File: config.mk
export PLATFORM = sky130hd
export DESIGN_NAME = cpu_bus_cycle_tracker_flat
export DESIGN_NICKNAME = d
export VERILOG_FILES = /design/src/rtl/cpu_bus_cycle_tracker_pkg.sv /design/src/rtl/cpu_bus_cycle_tracker_if.sv /design/src/rtl/cpu_bus_cycle_tracker_sync_ff.sv /design/src/rtl/cpu_bus_cycle_tracker.sv /design/src/flat_wrapper.sv
export SDC_FILE = /design/constraint.sdc
export NUM_CORES = 1
export LEC_CHECK = 0
export ABC_CLOCK_PERIOD_IN_PS = 2500
export CAP_MARGIN = 20
export CELL_PAD_IN_SITES_DETAIL_PLACEMENT = 0
export CELL_PAD_IN_SITES_GLOBAL_PLACEMENT = 2
export CORE_MARGIN = 2
export CORE_UTILIZATION = 26
export DETAILED_ROUTE_END_ITERATION = 12
export GPL_ROUTABILITY_DRIVEN = 1
export HOLD_SLACK_MARGIN = 0.06
export PLACE_DENSITY_LB_ADDON = 0.2
export RECOVER_POWER = 100
export SETUP_SLACK_MARGIN = 0.15
export SLEW_MARGIN = 20
export SYNTH_ARGS = -nofsm -noshare
export SYNTH_HDL_FRONTEND = slang
export SYNTH_SLANG_ARGS = --single-unit
File: constraint.sdc
create_clock -name clk28 -period 2.5 [get_ports clk28]
set_clock_uncertainty 0.2 [all_clocks]
set_input_delay 0.25 -clock clk28 [delete_from_list [all_inputs] [get_ports clk28]]
set_output_delay 0.25 -clock clk28 [all_outputs]
set_load 0.03 [all_outputs]
File: src/rtl/cpu_bus_cycle_tracker_pkg.sv
// Shared types for the Z80 bus cycle tracker: decoded cycle kinds, FSM states,
// synchronised strobe bundle and the cycle decode priority function.
package cpu_bus_cycle_tracker_pkg;

    typedef enum logic [2:0] {
        CYC_IDLE,
        CYC_IO_RD,
        CYC_IO_WR,
        CYC_MEM_RD,
        CYC_MEM_WR,
        CYC_RFSH,
        CYC_INTACK
    } cycle_t;

    typedef enum logic [1:0] {
        ST_IDLE,
        ST_ACTIVE,
        ST_RELEASE
    } state_t;

    localparam int unsigned SYNC_W = 6;

    typedef struct packed {
        logic wr;
        logic rd;
        logic rfsh;
        logic m1;
        logic mreq;
        logic iorq;
    } strobes_t;

    // Priority: intack > io > refresh > memory; rd wins over wr when both are set.
    function automatic cycle_t decode_cycle(input strobes_t s);
        cycle_t res;
        res = CYC_IDLE;
        if (s.m1 && s.iorq)
            res = CYC_INTACK;
        else if (s.iorq && !s.m1 && (s.rd || s.wr))
            res = s.rd ? CYC_IO_RD : CYC_IO_WR;
        else if (s.mreq && s.rfsh)
            res = CYC_RFSH;
        else if (s.mreq && !s.rfsh && (s.rd || s.wr))
            res = s.rd ? CYC_MEM_RD : CYC_MEM_WR;
        return res;
    endfunction

endpackage

File: src/rtl/cpu_bus_cycle_tracker_if.sv
// Z80 bus as seen by the tracker: address, data, active-high strobes, and the
// ioreq flag driven back by the tracker for the length of an IO cycle.
interface cpu_bus_cycle_tracker_if;
    logic [15:0] a;
    logic [7:0]  d;
    logic        iorq;
    logic        mreq;
    logic        m1;
    logic        rfsh;
    logic        rd;
    logic        wr;
    logic        ioreq;

    modport master (output a, d, iorq, mreq, m1, rfsh, rd, wr, input ioreq);
    modport slave  (input a, d, iorq, mreq, m1, rfsh, rd, wr, output ioreq);
endinterface

File: src/rtl/cpu_bus_cycle_tracker_sync_ff.sv
// Multi-bit flop-chain synchroniser for the asynchronous bus strobes.
// All stages are cleared by the synchronous reset.
module sync_ff #(
    parameter int unsigned STAGES = 2,
    parameter int unsigned WIDTH  = 1
) (
    input  logic             clk,
    input  logic             rst,
    input  logic [WIDTH-1:0] i_d,
    output logic [WIDTH-1:0] o_q
);

    logic [STAGES-1:0][WIDTH-1:0] r_stage;

    always_ff @(posedge clk) begin
        if (rst)
            r_stage <= '0;
        else
            r_stage <= {r_stage[STAGES-2:0], i_d};
    end

    assign o_q = r_stage[STAGES-1];

endmodule

File: src/rtl/cpu_bus_cycle_tracker.sv
// Turns raw Z80 bus cycles into single-clock events and latches IO address/data.
// Define CPU_BUS_INTACK_EN to enable interrupt-acknowledge detection.
module cpu_bus_cycle_tracker
    import cpu_bus_cycle_tracker_pkg::*;
#(
    parameter int unsigned SYNC_STAGES = 2,
    parameter int unsigned REARM_CLKS  = 1
) (
    input  logic                          clk28,
    input  logic                          rst,
    cpu_bus_cycle_tracker_if.slave        bus,
    output cycle_t                        cycle,
    output logic                          io_rd_stb,
    output logic                          io_wr_stb,
    output logic                          mem_rd_stb,
    output logic                          mem_wr_stb,
    output logic                          rfsh_stb,
    output logic                          intack_stb,
    output logic [15:0]                   io_a,
    output logic [7:0]                    io_d
);

`ifdef CPU_BUS_INTACK_EN
    localparam bit INTACK_EN = 1'b1;
`else
    localparam bit INTACK_EN = 1'b0;
`endif

    localparam int unsigned CNT_W = 3;
    localparam logic [CNT_W-1:0] REARM_LOAD = CNT_W'(REARM_CLKS - 1);
    // After reset the synchroniser is empty, so an in-flight cycle only becomes
    // visible SYNC_STAGES clocks later; the first re-arm window covers that gap.
    localparam logic [CNT_W-1:0] RST_LOAD   = CNT_W'(REARM_CLKS + SYNC_STAGES - 1);

    logic [SYNC_W-1:0] w_sync_raw;
    strobes_t          w_sync;
    cycle_t            w_dec;
    logic              w_any;
    logic              w_busy;
    logic              w_rearm_done;

    state_t            r_state;
    state_t            w_state_nxt;
    logic [CNT_W-1:0]  r_rearm_cnt;
    logic [CNT_W-1:0]  w_rearm_cnt_nxt;

    cycle_t            r_stb;
    cycle_t            w_stb_nxt;
    cycle_t            r_cycle;
    cycle_t            w_cycle_nxt;
    logic [15:0]       r_io_a;
    logic [15:0]       w_io_a_nxt;
    logic [7:0]        r_io_d;
    logic [7:0]        w_io_d_nxt;
    logic              r_ioreq;
    logic              w_ioreq_nxt;

    sync_ff #(
        .STAGES (SYNC_STAGES),
        .WIDTH  (SYNC_W)
    ) u_sync (
        .clk (clk28),
        .rst (rst),
        .i_d ({bus.wr, bus.rd, bus.rfsh, bus.m1, bus.mreq, bus.iorq}),
        .o_q (w_sync_raw)
    );

    assign w_sync       = strobes_t'(w_sync_raw);
    assign w_dec        = decode_cycle(w_sync);
    assign w_any        = |w_sync_raw;
    assign w_busy       = w_sync.iorq | w_sync.mreq | w_sync.rd | w_sync.wr;
    assign w_rearm_done = (r_state == ST_RELEASE) && !w_any && (r_rearm_cnt == '0);

    always_ff @(posedge clk28) begin
        if (rst) begin
            r_state     <= ST_RELEASE;
            r_rearm_cnt <= RST_LOAD;
        end else begin
            r_state     <= w_state_nxt;
            r_rearm_cnt <= w_rearm_cnt_nxt;
        end
    end

    // An ignored intack still moves to ACTIVE so its tail cannot start a new cycle.
    always_comb begin
        w_state_nxt     = r_state;
        w_rearm_cnt_nxt = r_rearm_cnt;
        case (r_state)
            ST_IDLE: begin
                if (w_dec != CYC_IDLE)
                    w_state_nxt = ST_ACTIVE;
            end
            ST_ACTIVE: begin
                if (!w_busy) begin
                    w_state_nxt     = ST_RELEASE;
                    w_rearm_cnt_nxt = REARM_LOAD;
                end
            end
            ST_RELEASE: begin
                if (w_any)
                    w_rearm_cnt_nxt = REARM_LOAD;
                else if (r_rearm_cnt == '0)
                    w_state_nxt = ST_IDLE;
                else
                    w_rearm_cnt_nxt = r_rearm_cnt - CNT_W'(1);
            end
            default: w_state_nxt = ST_IDLE;
        endcase
    end

    always_comb begin
        w_stb_nxt   = CYC_IDLE;
        w_cycle_nxt = r_cycle;
        w_io_a_nxt  = r_io_a;
        w_io_d_nxt  = r_io_d;
        w_ioreq_nxt = r_ioreq;
        case (r_state)
            ST_IDLE: begin
                if (w_dec == CYC_INTACK) begin
                    if (INTACK_EN) begin
                        w_stb_nxt   = CYC_INTACK;
                        w_cycle_nxt = CYC_INTACK;
                    end
                end else if (w_dec != CYC_IDLE) begin
                    w_stb_nxt   = w_dec;
                    w_cycle_nxt = w_dec;
                    if (w_dec == CYC_IO_RD || w_dec == CYC_IO_WR) begin
                        w_io_a_nxt  = bus.a;
                        w_ioreq_nxt = 1'b1;
                    end
                    if (w_dec == CYC_IO_WR)
                        w_io_d_nxt = bus.d;
                end
            end
            ST_ACTIVE: begin
                if (!w_busy)
                    w_ioreq_nxt = 1'b0;
            end
            ST_RELEASE: begin
                if (w_rearm_done)
                    w_cycle_nxt = CYC_IDLE;
            end
            default: ;
        endcase
    end

    always_ff @(posedge clk28) begin
        if (rst) begin
            r_stb   <= CYC_IDLE;
            r_cycle <= CYC_IDLE;
            r_io_a  <= '0;
            r_io_d  <= '0;
            r_ioreq <= 1'b0;
        end else begin
            r_stb   <= w_stb_nxt;
            r_cycle <= w_cycle_nxt;
            r_io_a  <= w_io_a_nxt;
            r_io_d  <= w_io_d_nxt;
            r_ioreq <= w_ioreq_nxt;
        end
    end

    assign cycle      = r_cycle;
    assign io_a       = r_io_a;
    assign io_d       = r_io_d;
    assign bus.ioreq  = r_ioreq;
    assign io_rd_stb  = (r_stb == CYC_IO_RD);
    assign io_wr_stb  = (r_stb == CYC_IO_WR);
    assign mem_rd_stb = (r_stb == CYC_MEM_RD);
    assign mem_wr_stb = (r_stb == CYC_MEM_WR);
    assign rfsh_stb   = (r_stb == CYC_RFSH);
`ifdef CPU_BUS_INTACK_EN
    assign intack_stb = (r_stb == CYC_INTACK);
`else
    assign intack_stb = 1'b0;
`endif

endmodule

File: src/flat_wrapper.sv
// flat-port wrapper written by rule: the top's interface ports become plain ports
module cpu_bus_cycle_tracker_flat import cpu_bus_cycle_tracker_pkg::*;
#(
    parameter int unsigned SYNC_STAGES = 2,
    parameter int unsigned REARM_CLKS  = 1
)
  (clk28, rst, cycle, io_rd_stb, io_wr_stb, mem_rd_stb, mem_wr_stb, rfsh_stb, intack_stb, io_a, io_d, bus_a, bus_d, bus_iorq, bus_mreq, bus_m1, bus_rfsh, bus_rd, bus_wr, bus_ioreq);
  cpu_bus_cycle_tracker_if bus_i ();
  input  logic clk28;
  input  logic rst;
  output cycle_t cycle;
  output logic io_rd_stb;
  output logic io_wr_stb;
  output logic mem_rd_stb;
  output logic mem_wr_stb;
  output logic rfsh_stb;
  output logic intack_stb;
  output logic [15:0] io_a;
  output logic [7:0] io_d;
  input wire logic [$bits(bus_i.a)-1:0] bus_a;
  input wire logic [$bits(bus_i.d)-1:0] bus_d;
  input wire logic [$bits(bus_i.iorq)-1:0] bus_iorq;
  input wire logic [$bits(bus_i.mreq)-1:0] bus_mreq;
  input wire logic [$bits(bus_i.m1)-1:0] bus_m1;
  input wire logic [$bits(bus_i.rfsh)-1:0] bus_rfsh;
  input wire logic [$bits(bus_i.rd)-1:0] bus_rd;
  input wire logic [$bits(bus_i.wr)-1:0] bus_wr;
  output wire logic [$bits(bus_i.ioreq)-1:0] bus_ioreq;
  assign bus_i.a = bus_a;
  assign bus_i.d = bus_d;
  assign bus_i.iorq = bus_iorq;
  assign bus_i.mreq = bus_mreq;
  assign bus_i.m1 = bus_m1;
  assign bus_i.rfsh = bus_rfsh;
  assign bus_i.rd = bus_rd;
  assign bus_i.wr = bus_wr;
  assign bus_ioreq = bus_i.ioreq;
  cpu_bus_cycle_tracker #(.SYNC_STAGES(SYNC_STAGES), .REARM_CLKS(REARM_CLKS)) u_core (.clk28(clk28), .rst(rst), .bus(bus_i), .cycle(cycle), .io_rd_stb(io_rd_stb), .io_wr_stb(io_wr_stb), .mem_rd_stb(mem_rd_stb), .mem_wr_stb(mem_wr_stb), .rfsh_stb(rfsh_stb), .intack_stb(intack_stb), .io_a(io_a), .io_d(io_d));
endmodule
**After elaboration in Yosys (flattened, before gate mapping)**

Cells that the tools add are included.

- Register bits after elaboration: 48
- Input port bits: 32
- Output and inout port bits: 34
- Word-level logic and storage cells: 85

- $add $sub $neg: 1
- Equal/unequal tests: 18
- Multiplexer cells: 24
- Bitwise logic cells: 6
- Reduce and logical (&&, ||, !) cells: 27

Operator list:

| operator | number |
|---|---|
| 2-to-1 mux 3 bit | 11 |
| AND reduction 4 bit | 4 |
| one-hot mux 3 bit (2 select lines) | 2 |
| 2-to-1 mux 2 bit | 5 |
| equality test 3 x 2 -> 1 bit, second input constant | 3 |
| equality test 3 bit, second input constant | 3 |
| logical AND 1 bit | 8 |
| inequality test 2 bit, second input constant | 4 |
| equality test 3 x 1 -> 1 bit, second input constant | 2 |
| inequality test 2 x 1 -> 1 bit, second input constant | 3 |
| one-hot mux 2 bit (3 select lines) | 1 |
| nonzero test 2 bit | 3 |
| OR reduction 6 bit | 1 |
| AND reduction 5 bit | 1 |
| 2-to-1 mux 1 bit | 4 |
| OR reduction 4 bit | 1 |
| logical NOT 1 bit | 3 |
| logical NOT 3 bit | 1 |
| inequality test 3 x 2 -> 1 bit, second input constant | 1 |
| inverter 1 bit | 3 |
| OR 1 bit | 3 |
| AND reduction 3 bit | 1 |
| nonzero test 3 bit | 1 |
| subtractor 3 x 1 -> 3 bit, second input constant | 1 |
| other kinds (5) | 6 |

**Logic depth before layout (Yosys ltp)**

Gate-level depths: netlist of the first run.

- Depth after elaboration: 13
- Gate-level depth with buffers: 8
- Depth with buffers taken out: 6

**Hierarchy**

Synthesis of the first run repeated with hierarchy kept, for this count alone.

- Cell total of the unflattened synthesis: 211
- Area total of the unflattened synthesis: 2124.5 um2

Modules (own cells, without submodules):

| module | instances | cells each | area an instance (um2) | seq. area each (um2) |
|---|---|---|---|---|
| cpu_bus_cycle_tracker | 1 | 180 | 1712.9 | 720.7 |
| sync_ff | 1 | 31 | 411.6 | 240.2 |

**Worst setup path before layout of the first run**

No wires, ideal clock.

- Path type: flip-flop to flip-flop
- Start: reg u_core.r_state[0]
- End: reg u_core.r_io_a[15] (netlist: u_core.io_a[15])
- Arrival time: 1.563 ns
- Path slack: 0.666 ns
- Cell stages (with the launch flop): 9
- Path buffers: 2
- Cells stage by stage: dfxtp_1 > inv_1 > ha_1 > nand3b_1 > or2_2 > clkbuf_1 > clkbuf_1 > nand2_1 > a21oi_1

- Word-level cells in the longest chain between the ends: 2

Ends and longest elaborated chain:

| what | line | source |
|---|---|---|
| from (decl) | cpu_bus_cycle_tracker.sv:42 | `state_t r_state;` |
| from (signal assigned) | cpu_bus_cycle_tracker.sv:79 | `r_state <= w_state_nxt;` |
| logical NOT 2 bit | cpu_bus_cycle_tracker.sv:117 | `case (r_state)` |
| AND reduction 4 bit (no line) | n/a |  |
| to (signal assigned) | cpu_bus_cycle_tracker.sv:157 | `r_io_a <= w_io_a_nxt;` |
| to (decl) | cpu_bus_cycle_tracker.sv:51 | `logic [15:0] r_io_a;` |

No other way between the ends.
A chain may end at the register's enable or synchronous reset.

**Final worst setup path of the first run**

- Start: reg u_core.r_stb[0]
- End: out io_rd_stb

- Word-level cells in the longest chain between the ends: 1

Ends and longest elaborated chain:

| what | line | source |
|---|---|---|
| from (decl) | cpu_bus_cycle_tracker.sv:47 | `cycle_t r_stb;` |
| from (signal assigned) | cpu_bus_cycle_tracker.sv:155 | `r_stb <= w_stb_nxt;` |
| equality test 3 x 1 -> 1 bit | cpu_bus_cycle_tracker.sv:167 | `assign io_rd_stb = (r_stb == CYC_IO_RD);` |
| to (decl) | flat_wrapper.sv:12 | `output logic io_rd_stb;` |

No other way between the ends.

==> results of run 1 <==
[worst max path at each step]
stage	startpoint	to
final	u_core.r_stb[0]$_SDFF_PP0_	io_rd_stb
after global routing	u_core.r_state[0]$_SDFFE_PP0P_	u_core.io_a[1]$_SDFFE_PP0P_
after CTS	u_core.r_stb[0]$_SDFF_PP0_	io_rd_stb
after detailed placement	u_core.u_sync.o_q[0]$_SDFF_PP0_	u_core.io_d[3]$_SDFFE_PP0P_
after global placement	u_core.u_sync.o_q[0]$_SDFF_PP0_	u_core.io_d[0]$_SDFFE_PP0P_
after floorplan	u_core.r_state[0]$_SDFFE_PP0P_	u_core.io_a[15]$_SDFFE_PP0P_
[cells in the mapped netlist, drive strengths merged (2+ instances only)]
cell type	instances	area, sq um
nand3	4	20.0
a21oi	17	85.1
inv	5	18.8
o21a	2	15.0
mux2i	12	120
nand3b	2	15.0
a211o	3	26.3
o211ai	2	15.0
nor2b	17	106
nand2	33	124
dfxtp	48	961
a22oi	3	22.5
clkbuf	10	38.8
o21ai	3	15.0
nand2b	7	43.8
a2bb2oi	2	17.5
and3b	2	17.5
nor3b	4	30.0
nor4	2	27.5
nor2	18	67.6
ha	6	75.1
buf	4	28.8
nor3	3	15.0
and3	2	12.5
[state kept, by name, indices dropped and copies added, names as in the netlist]
register,flops
u_core.io_a,16
u_core.bus.ioreq,1
u_core.cycle,3
u_core.u_sync.r_stage,6
u_core.io_d,8
u_core.r_rearm_cnt,3
u_core.r_state,2
u_core.u_sync.o_q,6
u_core.r_stb,3
[layout make-up]
| class | instances | area [sq um] |
|---|---|---|
| Inverter | 5 | 18.8 |
| Multi-Input combinational cell | 156 | 957 |
| Clock inverter | 1 | 7.51 |
| Timing Repair Buffer | 67 | 649 |
| Fill cell | 792 | 4800 |
| Tap cell | 102 | 128 |
| Sequential cell | 48 | 961 |
| Clock buffer | 7 | 86.3 |
[routing by layer]
layer	global-route usage	part of all wire
met5	0	0
met4	0.0373	0.0099
met3	0.0288	0.041
met2	0.186	0.48
met1	0.136	0.47
[critical path, stage by stage (launching register included)]
cell           delay (ps)
dfxtp_1               390
nor3b_1               200
dlygate4sd3_1         760
[where the power goes]
| group | switching [W] | internal (W) | total [W] |
|---|---|---|---|
| registers | 0.0000316 | 0.000806 | 0.000838 |
| logic | 0.000225 | 0.000203 | 0.000428 |
| clock network | 0.000250 | 0.000225 | 0.000475 |
[cell families after synthesis]
logic type	Yosys count	synth area share
other	1	0.00186
buffers and inverters	19	0.0429
adder cells (fa/ha/maj)	6	0.0373
AO/OA/AOI/OAI	39	0.125
flip-flops	48	0.477
AND/OR/NAND/NOR	98	0.256
multiplexers	12	0.0597
[per-stage QoR]
step | total power [W] | area, sq um | instances | util
6_report | 0.00174 | 2810 | 386 | 0.369
2_1_floorplan | 0.00116 | 2010 | 223 | -
3_5_place_dp | 0.00129 | 2730 | 378 | 0.359
5_1_grt | 0.00185 | 2810 | 386 | 0.369
3_3_place_gp | 0.00130 | 2730 | 378 | 0.359
4_1_cts | 0.00178 | 2830 | 386 | 0.371
==> results.json, run 1 <==
{
  "ctsHoldBuffers": 0,
  "cts_sinks": 48,
  "synth-seq-cells": 48,
  "drt_first_iter_violations": 48,
  "timing.fmax_ghz": 0.479,
  "yosys.cell_types.count": 40,
  "wire_per_inst_microns": 11.8,
  "dieArea_sq_mm": 0.00846,
  "grt_pass1_wl_microns": 7520,
  "ioPinCount": 66,
  "grtUsageTotal": 0.110,
  "setup_viol": 0,
  "worst_pin_slew_ps": 1400,
  "viasPerCell": 4.34,
  "portBuffers": 64,
  "ctsRootBufferMaster": "clkbuf_8",
  "hold_start": "u_core.u_sync.r_stage[2]$_SDFF_PP0_",
  "initial_utilization": 0.265,
  "hpwl_microns": 3310,
  "ir_drop_uv": 269,
  "die_h_microns": 92.0,
  "dp_slack_ps": 549,
  "r2r_cells": 4,
  "maxSlewHeadroom": 0.0695,
  "final_cell_mix": "48 x dfxtp_1, 33 x nand2_1, 33 x dlygate4sd3_1",
  "ys_async_sr_fraction": 0,
  "rsz0062_at_grt": "false",
  "clockBufferDepth": 2,
  "clkLatencyLatePin_ps": 290,
  "hold_class": "reg -> reg",
  "coreArea_sq_mm": 0.00761,
  "whs_ps": 239,
  "ys.flop_type": "dfxtp_1",
  "min_period_ps": 2090,
  "whs_endpoint": "u_core.u_sync.o_q[2]$_SDFF_PP0_",
  "synth.avg_cell_area_sq_um": 9.03,
  "syn_area_sq_mm": 0.00201,
  "rr_endpoint": "u_core.r_rearm_cnt[2]$_SDFFE_PP0P_",
  "critPathLaunchType": "flip-flop",
  "cts_setup_buffers": 0,
  "pwr_density_cell_mw_per_mm2": 620,
  "slew_violations": 0,
  "nets": 321,
  "synth_edf_count": 0,
  "rrSetupSlack_ps": 450,
  "syn_nets": 261,
  "status": "completed",
  "num_vias": 1674,
  "wl_microns": 4540,
  "path_clk_slew_ps": 90,
  "antenna_found_initial": 0,
  "std_cell_rows": 32,
  "reg2reg_from": "u_core.u_sync.o_q[0]$_SDFF_PP0_",
  "arrival_ps": 1640,
  "crit_required_ps": 2050,
  "syn_inst": 223,
  "p_leak_nw": 1.12,
  "endpoint_kind": "output pin",
  "antenna_cells": 0,
  "drt.antenna.violating_nets": 0,
  "fin_ws_ps": 413,
  "ys_warn_count": 0,
  "ctsResizeCount": 0,
  "drc": 0,
  "grt_pass1_vias": 1570,
  "grt_overflow_total": 0,
  "whs_path_depth": 1,
  "numCtsBuffers": 5,
  "drv_cap": 0,
  "crit_type": "reg -> out",
  "finalHoldViolations": 0,
  "dr.pass1.iters": 4,
  "final_common_cell": "dfxtp_1",
  "fin_crit_sh": 0.835,
  "drive_gt1_frac": 0.0352,
  "htreeDepth": 2,
  "yosysSeqAreaShare": 0.477,
  "place_congestion": 0.697,
  "crit_fanout": 5,
  "grt_start_max_net_pins": 34,
  "chipWidth_microns": 92.0,
  "setup_tns_ps": 0,
  "cts_tree": "yes",
  "syn2layout_area_growth_pct": 39.5
}
No activity file was read; power rests on OpenSTA's default activity.
==> run 2, diff against run 1 <==
--- a/config.mk
+++ b/config.mk
@@ -5,12 +5,12 @@
 export SDC_FILE = /design/constraint.sdc
 export NUM_CORES = 1
 export LEC_CHECK = 0
-export ABC_CLOCK_PERIOD_IN_PS = 2500
+export ABC_CLOCK_PERIOD_IN_PS = 1750
 export CAP_MARGIN = 20
 export CELL_PAD_IN_SITES_DETAIL_PLACEMENT = 0
 export CELL_PAD_IN_SITES_GLOBAL_PLACEMENT = 2
 export CORE_MARGIN = 2
-export CORE_UTILIZATION = 26
+export CORE_UTILIZATION = 24
 export DETAILED_ROUTE_END_ITERATION = 12
 export GPL_ROUTABILITY_DRIVEN = 1
 export HOLD_SLACK_MARGIN = 0.06
==> constraint.sdc (replaced) <==
create_clock -name clk28 -period 1.75 [get_ports clk28]
set_clock_uncertainty 0.2 [all_clocks]
set_input_delay 0.175 -clock clk28 [delete_from_list [all_inputs] [get_ports clk28]]
set_output_delay 0.175 -clock clk28 [all_outputs]
set_load 0.03 [all_outputs]
==> run 2 against run 1 <==
  * Register-to-register slack lost 380 ps
  * Largest cell class is now multi-input gates
  * Combinational power grew 140%
  * Via count grew 9.4%
  * Final cell count grew 7.3%
  * Critical endpoint is now u_core.r_rearm_cnt[1]$_SDFFE_PP1P_
  * Sequential share of layout area shrank 4.1 points
==> results.json, run 2 (same netlist as run 1, synthesis figures left out) <==
{
  "seq_area_sq_um": 983,
  "pwr_density_cell_mw_per_mm2": 927,
  "maxSlewHeadroom": 0.573,
  "multiInputGateArea_sq_mm": 0.00122,
  "grt_pass1_vias": 1625,
  "clkLatencyLatePin_ps": 300,
  "portBuffers": 64,
  "arrival_ps": 1670,
  "cts_tree": "yes",
  "nets": 346,
  "drt.antenna.violating_nets": 0,
  "r2r_cells": 6,
  "met2_usage": 0.179,
  "ioPinCount": 66,
  "fin_crit_sh": 0.961,
  "path_clk_slew_ps": 80,
  "numCtsBuffers": 5,
  "final_cell_mix": "40 x dfxtp_1, 30 x clkdlybuf4s50_1, 28 x dlygate4sd2_1",
  "top_usage_layer": "met2",
  "ctsRootBufferMaster": "clkbuf_8",
  "grt_start_max_net_pins": 36,
  "grtUsageMet1": 0.134,
  "whs_path_depth": 2,
  "hpwl_microns": 3430,
  "htreeDepth": 2,
  "final_common_cell": "dfxtp_1",
  "wire_per_inst_microns": 12.6,
  "worst_pin_slew_ps": 641,
  "syn2layout_area_growth_pct": 62.3,
  "rrSetupSlack_ps": 70,
  "die_h_microns": 95.6,
  "slew_violations": 0,
  "grtUsageTotal": 0.108,
  "whs_ps": 197,
  "crit_type": "reg -> reg",
  "drv_cap": 0,
  "dieArea_sq_mm": 0.00914,
  "endpoint_kind": "flip-flop",
  "antenna_cells": 0,
  "coreArea_sq_mm": 0.00818,
  "clockBufferDepth": 2,
  "place_congestion": 0.727,
  "setup_viol": 0,
  "timing.fmax_ghz": 0.595,
  "initial_utilization": 0.246,
  "grt_use_met3": 0.0308,
  "antenna_found_initial": 0,
  "fin_ws_ps": 69.1,
  "drc": 0,
  "dp_slack_ps": 7.02,
  "viasPerCell": 4.42,
  "grt_overflow_total": 0,
  "hold_class": "in -> reg",
  "grt_pass1_wl_microns": 7700,
  "status": "completed",
  "cts_sinks": 48,
  "p_leak_nw": 1.37,
  "min_period_ps": 1680,
  "critPathLaunchType": "flip-flop",
  "drive_gt1_frac": 0.291,
  "place_area_sq_mm": 0.00288,
  "ir_drop_uv": 377,
  "finalHoldViolations": 0,
  "dr.pass1.iters": 4,
  "largest_reg_flops": 16,
  "num_vias": 1831,
  "nFillCells": 864,
  "finalInstanceArea_sq_mm": 0.00327,
  "drt_first_iter_violations": 59,
  "crit_required_ps": 1740,
  "crit_fanout": 3,
  "rsz0062_at_grt": "true",
  "std_cell_rows": 33,
  "chipWidth_microns": 95.6,
  "wl_microns": 5220
}
## run 2: report_power, final
part           switching, W  leakage, nW  internal (W)
clock              0.000363       0.0552      0.000424
combinational      0.000442        0.924      0.000579
sequential        0.0000579        0.394       0.00116
total              0.000863         1.37       0.00216
## run 2: layer usage
layer  up-vias  share of wire
li1        926              -
met1       865           0.44
met2        35           0.49
met3         5          0.055
met4         0          0.010
met5         -              0
## run 2: cell type report
class	count	share of cell area
timing repair buffer	90	0.245
clock buffer	6	0.0222
multi-input combinational	158	0.374
sequential	48	0.301
clock inverter	2	0.0107
tap	105	0.0402
inverter	5	0.00727
## run 2: worst max-delay path, cell delays in order, from the launching register on
cell	delay [ps]
dfxtp_2	340
inv_1	50
ha_1	200
nor2b_2	170
buf_4	150
a41o_1	190
a211o_1	280
## run 2: final timing paths
kind	startpoint	endpoint
worst max-delay path	u_core.r_rearm_cnt[0]$_SDFFE_PP0P_	u_core.r_rearm_cnt[1]$_SDFFE_PP1P_
worst min-delay path	rst	u_core.u_sync.r_stage[1]$_SDFF_PP0_
worst max register to register	u_core.r_rearm_cnt[0]$_SDFFE_PP0P_	u_core.r_rearm_cnt[1]$_SDFFE_PP1P_
worst min register to register	u_core.u_sync.r_stage[2]$_SDFF_PP0_	u_core.u_sync.o_q[2]$_SDFF_PP0_
## run 2: metrics by stage
stage          setup TNS, ps   util  power, W  instances
4_1_cts                    0  0.372   0.00289        404
3_3_place_gp               0  0.352   0.00202        392
2_1_floorplan              0      -   0.00173        223
6_report                   0  0.400   0.00303        414
5_1_grt                -4.09  0.400   0.00320        414
3_5_place_dp               0  0.352   0.00201        392
## run 2: what timing repair did
action,in CTS,in global routing
cloned,0,3
gates resized for setup,58,66
hold buffers,0,0
endpoints found under the setup margin,52,39
setup buffers,4,7
pin swaps,6,28
